File: config.mk
export PLATFORM = sky130hd
export DESIGN_NAME = sign_extension_flat
export DESIGN_NICKNAME = d
export VERILOG_FILES = /design/src/rtl/sign_extension_if.sv /design/src/rtl/sign_extension.sv /design/src/flat_wrapper.sv
export SDC_FILE = /design/constraint.sdc
export NUM_CORES = 1
export LEC_CHECK = 0
export BUFFER_PORTS_ARGS = -buffer_cell sky130_fd_sc_hd__clkbuf_2
export CORE_MARGIN = 5
export CORE_UTILIZATION = 47
export CTS_CLUSTER_SIZE = 24
export DETAILED_ROUTE_END_ITERATION = 16
export PLACE_DENSITY_LB_ADDON = 0.12
export SLEW_MARGIN = 25
export SYNTH_ARGS = -nofsm -noshare
export SYNTH_HDL_FRONTEND = slang
export SYNTH_SLANG_ARGS = --single-unit
File: constraint.sdc
create_clock -name clk -period 1.1 [get_ports clk]
set_input_delay 0.055 -clock clk [delete_from_list [all_inputs] [get_ports clk]]
set_output_delay 0.055 -clock clk [all_outputs]
set_load 0.01 [all_outputs]
File: src/rtl/sign_extension_if.sv
// Immediate-extension bus: decoder-side request fields and registered datapath results.
// Handshake: a word is accepted on each rising clk where in_valid=1 (no ready, no backpressure);
// out_valid is high for exactly the one cycle after an accepted word and the consumer must take it then.
interface sign_extension_if;
    logic        in_valid;
    logic [15:0] in;
    logic        ExtendSign;
    logic        Lui;
    logic [31:0] out;
    logic        out_valid;
    logic [31:0] out_br;

    modport master (
        output in_valid, in, ExtendSign, Lui,
        input  out, out_valid, out_br
    );

    modport slave (
        input  in_valid, in, ExtendSign, Lui,
        output out, out_valid, out_br
    );
endinterface

File: src/rtl/sign_extension.sv
// Registered 16->32 immediate extension (sign, zero or LUI placement) plus the
// matching word-aligned branch offset, both captured together with a valid flag.
module sign_extension (
    input  logic              clk,
    input  logic              reset,
    sign_extension_if.slave   bus
);

    logic [31:0] ext;
    logic [31:0] br;

    logic [31:0] out_q,       out_d;
    logic [31:0] out_br_q,    out_br_d;
    logic        out_valid_q, out_valid_d;

    // Lui wins over ExtendSign; zero-extend keeps the immediate unsigned.
    always_comb begin
        ext = {16'h0000, bus.in};
        if (bus.Lui) begin
            ext = {bus.in, 16'h0000};
        end else if (bus.ExtendSign) begin
            ext = {{16{bus.in[15]}}, bus.in};
        end
    end

    assign br = {ext[29:0], 2'b00};

    // Controls are only looked at when in_valid is high, so idle-cycle X cannot leak into state.
    always_comb begin
        out_d       = out_q;
        out_br_d    = out_br_q;
        out_valid_d = 1'b0;
        if (bus.in_valid) begin
            out_d       = ext;
            out_br_d    = br;
            out_valid_d = 1'b1;
        end
    end

    always_ff @(posedge clk or posedge reset) begin
        if (reset) begin
            out_q       <= 32'h0000_0000;
            out_br_q    <= 32'h0000_0000;
            out_valid_q <= 1'b0;
        end else begin
            out_q       <= out_d;
            out_br_q    <= out_br_d;
            out_valid_q <= out_valid_d;
        end
    end

    assign bus.out       = out_q;
    assign bus.out_br    = out_br_q;
    assign bus.out_valid = out_valid_q;

endmodule

File: src/flat_wrapper.sv
// flat-port wrapper written by rule: the top's interface ports become plain ports
module sign_extension_flat 
  (clk, reset, bus_in_valid, bus_in, bus_ExtendSign, bus_Lui, bus_out, bus_out_valid, bus_out_br);
  sign_extension_if bus_i ();
  input  logic clk;
  input  logic reset;
  input wire logic [$bits(bus_i.in_valid)-1:0] bus_in_valid;
  input wire logic [$bits(bus_i.in)-1:0] bus_in;
  input wire logic [$bits(bus_i.ExtendSign)-1:0] bus_ExtendSign;
  input wire logic [$bits(bus_i.Lui)-1:0] bus_Lui;
  output wire logic [$bits(bus_i.out)-1:0] bus_out;
  output wire logic [$bits(bus_i.out_valid)-1:0] bus_out_valid;
  output wire logic [$bits(bus_i.out_br)-1:0] bus_out_br;
  assign bus_i.in_valid = bus_in_valid;
  assign bus_i.in = bus_in;
  assign bus_i.ExtendSign = bus_ExtendSign;
  assign bus_i.Lui = bus_Lui;
  assign bus_out = bus_i.out;
  assign bus_out_valid = bus_i.out_valid;
  assign bus_out_br = bus_i.out_br;
  sign_extension u_core (.clk(clk), .reset(reset), .bus(bus_i));
endmodule
==> flow_summary.json, run 1 <==
{
  "status": "complete, no violations",
  "final_cell_mix": "83 x clkbuf_2, 33 x dfrtp_1, 16 x nand2_1, 16 x dlygate4sd3_1",
  "die_w_um": 67.4,
  "crit_required_ns": 1.04,
  "top_layer_used": "met4",
  "dr.pass1.iters": 4,
  "htree_levels": 2,
  "die_h_um": 67.4,
  "yosysSeqAreaShare_pct": 53.4,
  "ctsLongestPathBuffers": 2,
  "total_power_mw": 2.67,
  "maxCapViolations": 0,
  "tns_ns": 0,
  "gp_congestion": 0.777,
  "areaGrowthSynthToFinish_pct": 27.1,
  "grt.total_usage_pct": 17.5,
  "clk_pin_slew_worst_paths_ns": 0.10,
  "grt_pass1_vias": 1193,
  "setup.worst_path.end_class": "output port",
  "fmax_mhz": 1040,
  "path_cells": "clkbuf_2",
  "met1_length_um": 1560,
  "fin_util_pct": 63.4,
  "cp.arrival_ns": 0.90,
  "cts-buffers-inserted": 5,
  "maxSlewViolCount": 0,
  "placed_area_um2": 1750,
  "grt_pass1_wl_um": 5870,
  "hold_slack_ns": 0.0359,
  "skew_ns": 0,
  "std_cell_rows": 20,
  "cts_tree": "yes",
  "fin_crit_sh_pct": 87.1,
  "final_common_cell": "clkbuf_2",
  "cp_num_buf_inv": 1,
  "dp_worst_setup_slack_ns": 0.193,
  "dr_wl_met2_um": 1800,
  "port_buffers": 83,
  "start_kind": "register",
  "drc_errors": 0,
  "hold_class": "in -> reg",
  "fill_cells": 281,
  "antenna_found_initial": 0,
  "critical_path_class": "reg -> out",
  "nNetsFinal": 237,
  "fin_crit_ns": 0.958,
  "start_util_pct": 49.9,
  "core-area_um2": 3100,
  "wl_met3_um": 290,
  "grt_overflow": 0,
  "setup_viol": 0,
  "final_antenna_net_count": 0,
  "crit_family": "flip-flops",
  "ios": 86,
  "grt_max_degree": 34,
  "routedWlPerCell_um": 14.1,
  "syn_area_um2": 1550,
  "hold_violations": 0,
  "drt-total-wl_um": 3700,
  "place_inst": 237,
  "drtIter0Drc": 53,
  "syn_inst": 146,
  "drive_gt1_share_pct": 45.2,
  "fin_cells": 262,
  "vias": 1258,
  "root_buffer": "clkbuf_4",
  "max-vdd-ir-drop_uv": 770,
  "cts_setup_buffers": 0,
  "clkSinkCount": 33,
  "critPathSlowestCell": "dfrtp_1",
  "final_cell_area_um2": 1970,
  "ys_seq_elements": 33,
  "synth_cell_types": 17,
  "crit_fanout": 3,
  "yosys_warnings": 0,
  "avgSynthCellArea_um2": 10.6,
  "via_per_inst": 4.80,
  "insertion_delay_ns": 0.33,
  "fp.dieArea_um2": 4540,
  "power.density_nw_per_um2": 1360,
  "rsz0062_at_grt": "false",
  "setup_ws_ns": 0.142,
  "crit_path_max_incr_delay_ns": 0.43,
  "hpwl_um": 2640,
  "leakage_nw": 1.07
}
final timing paths:
path	start	to	slack, ns	cells after the start
setup / recovery	u_core.bus.out[0]	bus_out[0]	0.14	1
setup reg to reg	u_core.bus.out[6]	u_core.bus.out[6]	0.33	1
min in group asynchronous	reset	u_core.bus.out[15]	0.32	4
max in group asynchronous	reset	u_core.bus.out[8]	0.49	4
hold reg to reg	u_core.bus.out[31]	u_core.bus.out[31]	0.53	2
hold / removal	bus_ExtendSign	u_core.bus.out[31]	0.04	3
power breakdown:
| group | internal [mW] | total [mW] | switching, mW |
|---|---|---|---|
| Sequential | 1.32 | 1.40 | 0.0845 |
| Combinational | 0.281 | 0.619 | 0.338 |
| Clock | 0.241 | 0.646 | 0.406 |
| Total | 1.84 | 2.67 | 0.828 |
cell usage after synthesis:
library cell / number / area (um2)
a31oi_1: 15 / 93.8
o211ai_1: 1 / 7.51
buf_2: 5 / 25.0
inv_2: 1 / 3.75
o2bb2ai_1: 1 / 8.76
nand2_1: 16 / 60.1
dfrtp_1: 33 / 826
buf_4: 34 / 255
buf_6: 2 / 22.5
nor2b_4: 1 / 13.8
inv_1: 3 / 11.3
nand3b_1: 1 / 7.51
nand3b_4: 1 / 20.0
a22o_1: 14 / 123
conb_1: 1 / 3.75
nor2_1: 15 / 56.3
o21ai_0: 2 / 10.0
area by class of cell:
type                            instances  area [um2]  share of cell area [%]
Antenna cell                            1        2.50                   0.127
Multi-Input combinational cell         69         408                    20.7
Clock inverter                          3        17.5                   0.891
Inverter                                4        15.0                   0.763
Timing Repair Buffer                  103         606                    30.8
Sequential cell                        33         826                    42.0
Tap cell                               44        55.1                    2.80
Clock buffer                            5        37.5                    1.91
flip-flops by register name, indices dropped and copies added (netlist names):
signal                count
u_core.bus.out           32
u_core.bus.out_valid      1
layer usage:
metal / up-vias / track usage [%]
met1: 586 / 22.6
met4: 0 / 6.58
met5: - / 0
met3: 6 / 5.99
met2: 62 / 27.0
li1: 604 / -
repair_timing:
action,CTS,global route
resized for setup,0,0
hold endpoints to repair,63,0
hold buffers,16,0
logic make-up after synthesis:
| logic type | count (synthesis) | synth area share (%) |
|---|---|---|
| other | 1 | 0.242 |
| AO/OA/AOI/OAI | 33 | 15.7 |
| flip-flops | 33 | 53.4 |
| AND/OR/NAND/NOR | 34 | 10.2 |
| buffers and inverters | 45 | 20.5 |
(Power assumes the default switching activity.)
==> run 2, diff against run 1 <==
Settings changed: SETUP_SLACK_MARGIN set to 0.5.
Clock period 1.1 ns to 1.2 ns, I/O delays scaled along.
==> run 2 against run 1 <==
The flow now finishes with violations (hold timing). Count of clock-buffer cells in the layout up 1. Sequential share of layout area shrank 3.8 points. Sequential cell count stayed put. Design area increased by 9.9%. Utilization is 6.3 points higher. Worst setup slack better by 0.10 ns. Critical path depth stayed put. Register-to-register slack worse by 0.05 ns. Largest cell class unchanged. Highest routed layer unchanged.
==> flow_summary.json, run 2 (same netlist as run 1, synthesis figures left out) <==
{
  "clk_pin_slew_worst_paths_ns": 0.10,
  "drtIter0Drc": 54,
  "areaGrowthSynthToFinish_pct": 39.6,
  "diodes": 0,
  "busiest_layer": "met2",
  "status": "finished, violations left",
  "hpwl_um": 2630,
  "core-area_um2": 3100,
  "vias": 1315,
  "maxCapViolations": 0,
  "violations": "hold timing",
  "start_util_pct": 49.9,
  "drive_gt1_share_pct": 52.6,
  "ctsLongestPathBuffers": 2,
  "start_kind": "register",
  "tns_ns": 0,
  "hold_violations": 33,
  "fmax_mhz": 1040,
  "fin_crit_ns": 0.958,
  "place_inst": 236,
  "fin_cells": 276,
  "power_frac_comb_pct": 26.8,
  "critPathSlowestCell": "dfrtp_1",
  "leakage_nw": 1.16,
  "max-vdd-ir-drop_uv": 751,
  "die_w_um": 67.4,
  "use_met3_pct": 4.33,
  "antenna_found_initial": 0,
  "grt_max_degree": 34,
  "grtUsageMet1_pct": 22.2,
  "grt_overflow": 0,
  "crit_path_max_incr_delay_ns": 0.42,
  "setup.worst_path.end_class": "output port",
  "ios": 86,
  "final_cell_mix": "80 x clkbuf_2, 33 x dfrtp_1, 16 x nand2_1",
  "setup_viol": 0,
  "fin_util_pct": 69.6,
  "die_h_um": 67.4,
  "final_antenna_net_count": 0,
  "rsz0062_at_grt": "true",
  "path_cells": "clkbuf_2",
  "seqPwrFrac_pct": 50.4,
  "hold_class": "in -> async",
  "p_sw_share_pct": 30.6,
  "power.density_nw_per_um2": 1190,
  "hold_slack_ns": -0.196,
  "htree_levels": 2,
  "cts_tree": "yes",
  "p_int_mw": 1.78,
  "dp_worst_setup_slack_ns": 0.277,
  "critical_path_class": "reg -> out",
  "nNetsFinal": 252,
  "p_switching_mw": 0.786,
  "dr.pass1.iters": 4,
  "grt_pass1_wl_um": 6040,
  "drc_errors": 0,
  "via_per_inst": 4.76,
  "p_clk_share_pct": 22.7,
  "total_power_mw": 2.57,
  "grt_use_met2_pct": 30.2,
  "fin_crit_sh_pct": 79.8,
  "fp.dieArea_um2": 4540,
  "placed_area_um2": 1750,
  "cp.arrival_ns": 0.90,
  "routedWlPerCell_um": 14.0,
  "slew_headroom_pct": 54.0,
  "port_buffers": 83,
  "grt.total_usage_pct": 17.9,
  "drt-total-wl_um": 3870,
  "final_common_cell": "clkbuf_2",
  "tightest_slew_ns": 0.689,
  "cts-buffers-inserted": 5,
  "grt_pass1_vias": 1297,
  "setup_ws_ns": 0.242,
  "postCtsHoldBufs": 15,
  "std_cell_rows": 20,
  "cp_num_buf_inv": 1,
  "skew_ns": 0,
  "crit_family": "flip-flops",
  "crit_fanout": 3,
  "maxSlewViolCount": 0,
  "clkSinkCount": 33,
  "gp_congestion": 0.728,
  "crit_required_ns": 1.14,
  "final_cell_area_um2": 2160,
  "insertion_delay_ns": 0.33,
  "root_buffer": "clkbuf_4",
  "largest_reg_flops": 32
}
run 2: worst paths after layout:
check / start / to / slack (ns) / cells past startpoint
worst max-delay path: u_core.bus.out[2] / bus_out[2] / 0.24 / 1
worst min-delay path: reset / u_core.bus.out_valid / -0.20 / 2
worst max register to register: u_core.bus.out[29] / u_core.bus.out[29] / 0.28 / 4
worst min register to register: u_core.bus.out[9] / u_core.bus.out[9] / 0.54 / 1
max in group asynchronous: reset / u_core.bus.out[20] / 1.01 / 2
min in group clk: bus_in[15] / u_core.bus.out[15] / 0.01 / 3
run 2: timing repair:
item                                    4_1_cts  5_1_grt
endpoints found under the hold margin        63       33
endpoints found under the setup margin       78       90
gates resized for setup                       1       26
setup buffers                                13        4
pin swaps                                     0        1
run 2: layer usage:
metal	vias to the layer above	share of wire, %
met4	0	1.5
li1	634	-
met2	49	50
met5	-	0
met1	624	41
met3	8	6.9
run 2: power by group through the flow:
stage | logic (mW) | clock network, mW | registers (mW)
6_report | 0.688 | 0.584 | 1.29
5_1_grt | 0.750 | 0.658 | 1.31
4_1_cts | 0.634 | 0.596 | 1.29
3_5_place_dp | 0.533 | 0 | 1.31
3_3_place_gp | 0.526 | 0 | 1.31
2_1_floorplan | 0.352 | 0 | 1.35
run 2: final cells by class:
type	instances	area (um2)
fill	272	942
sequential	33	826
timing repair buffer	118	772
multi-input combinational	69	438
tap	44	55.1
clock buffer	6	41.3
inverter	4	18.8
clock inverter	2	10.0
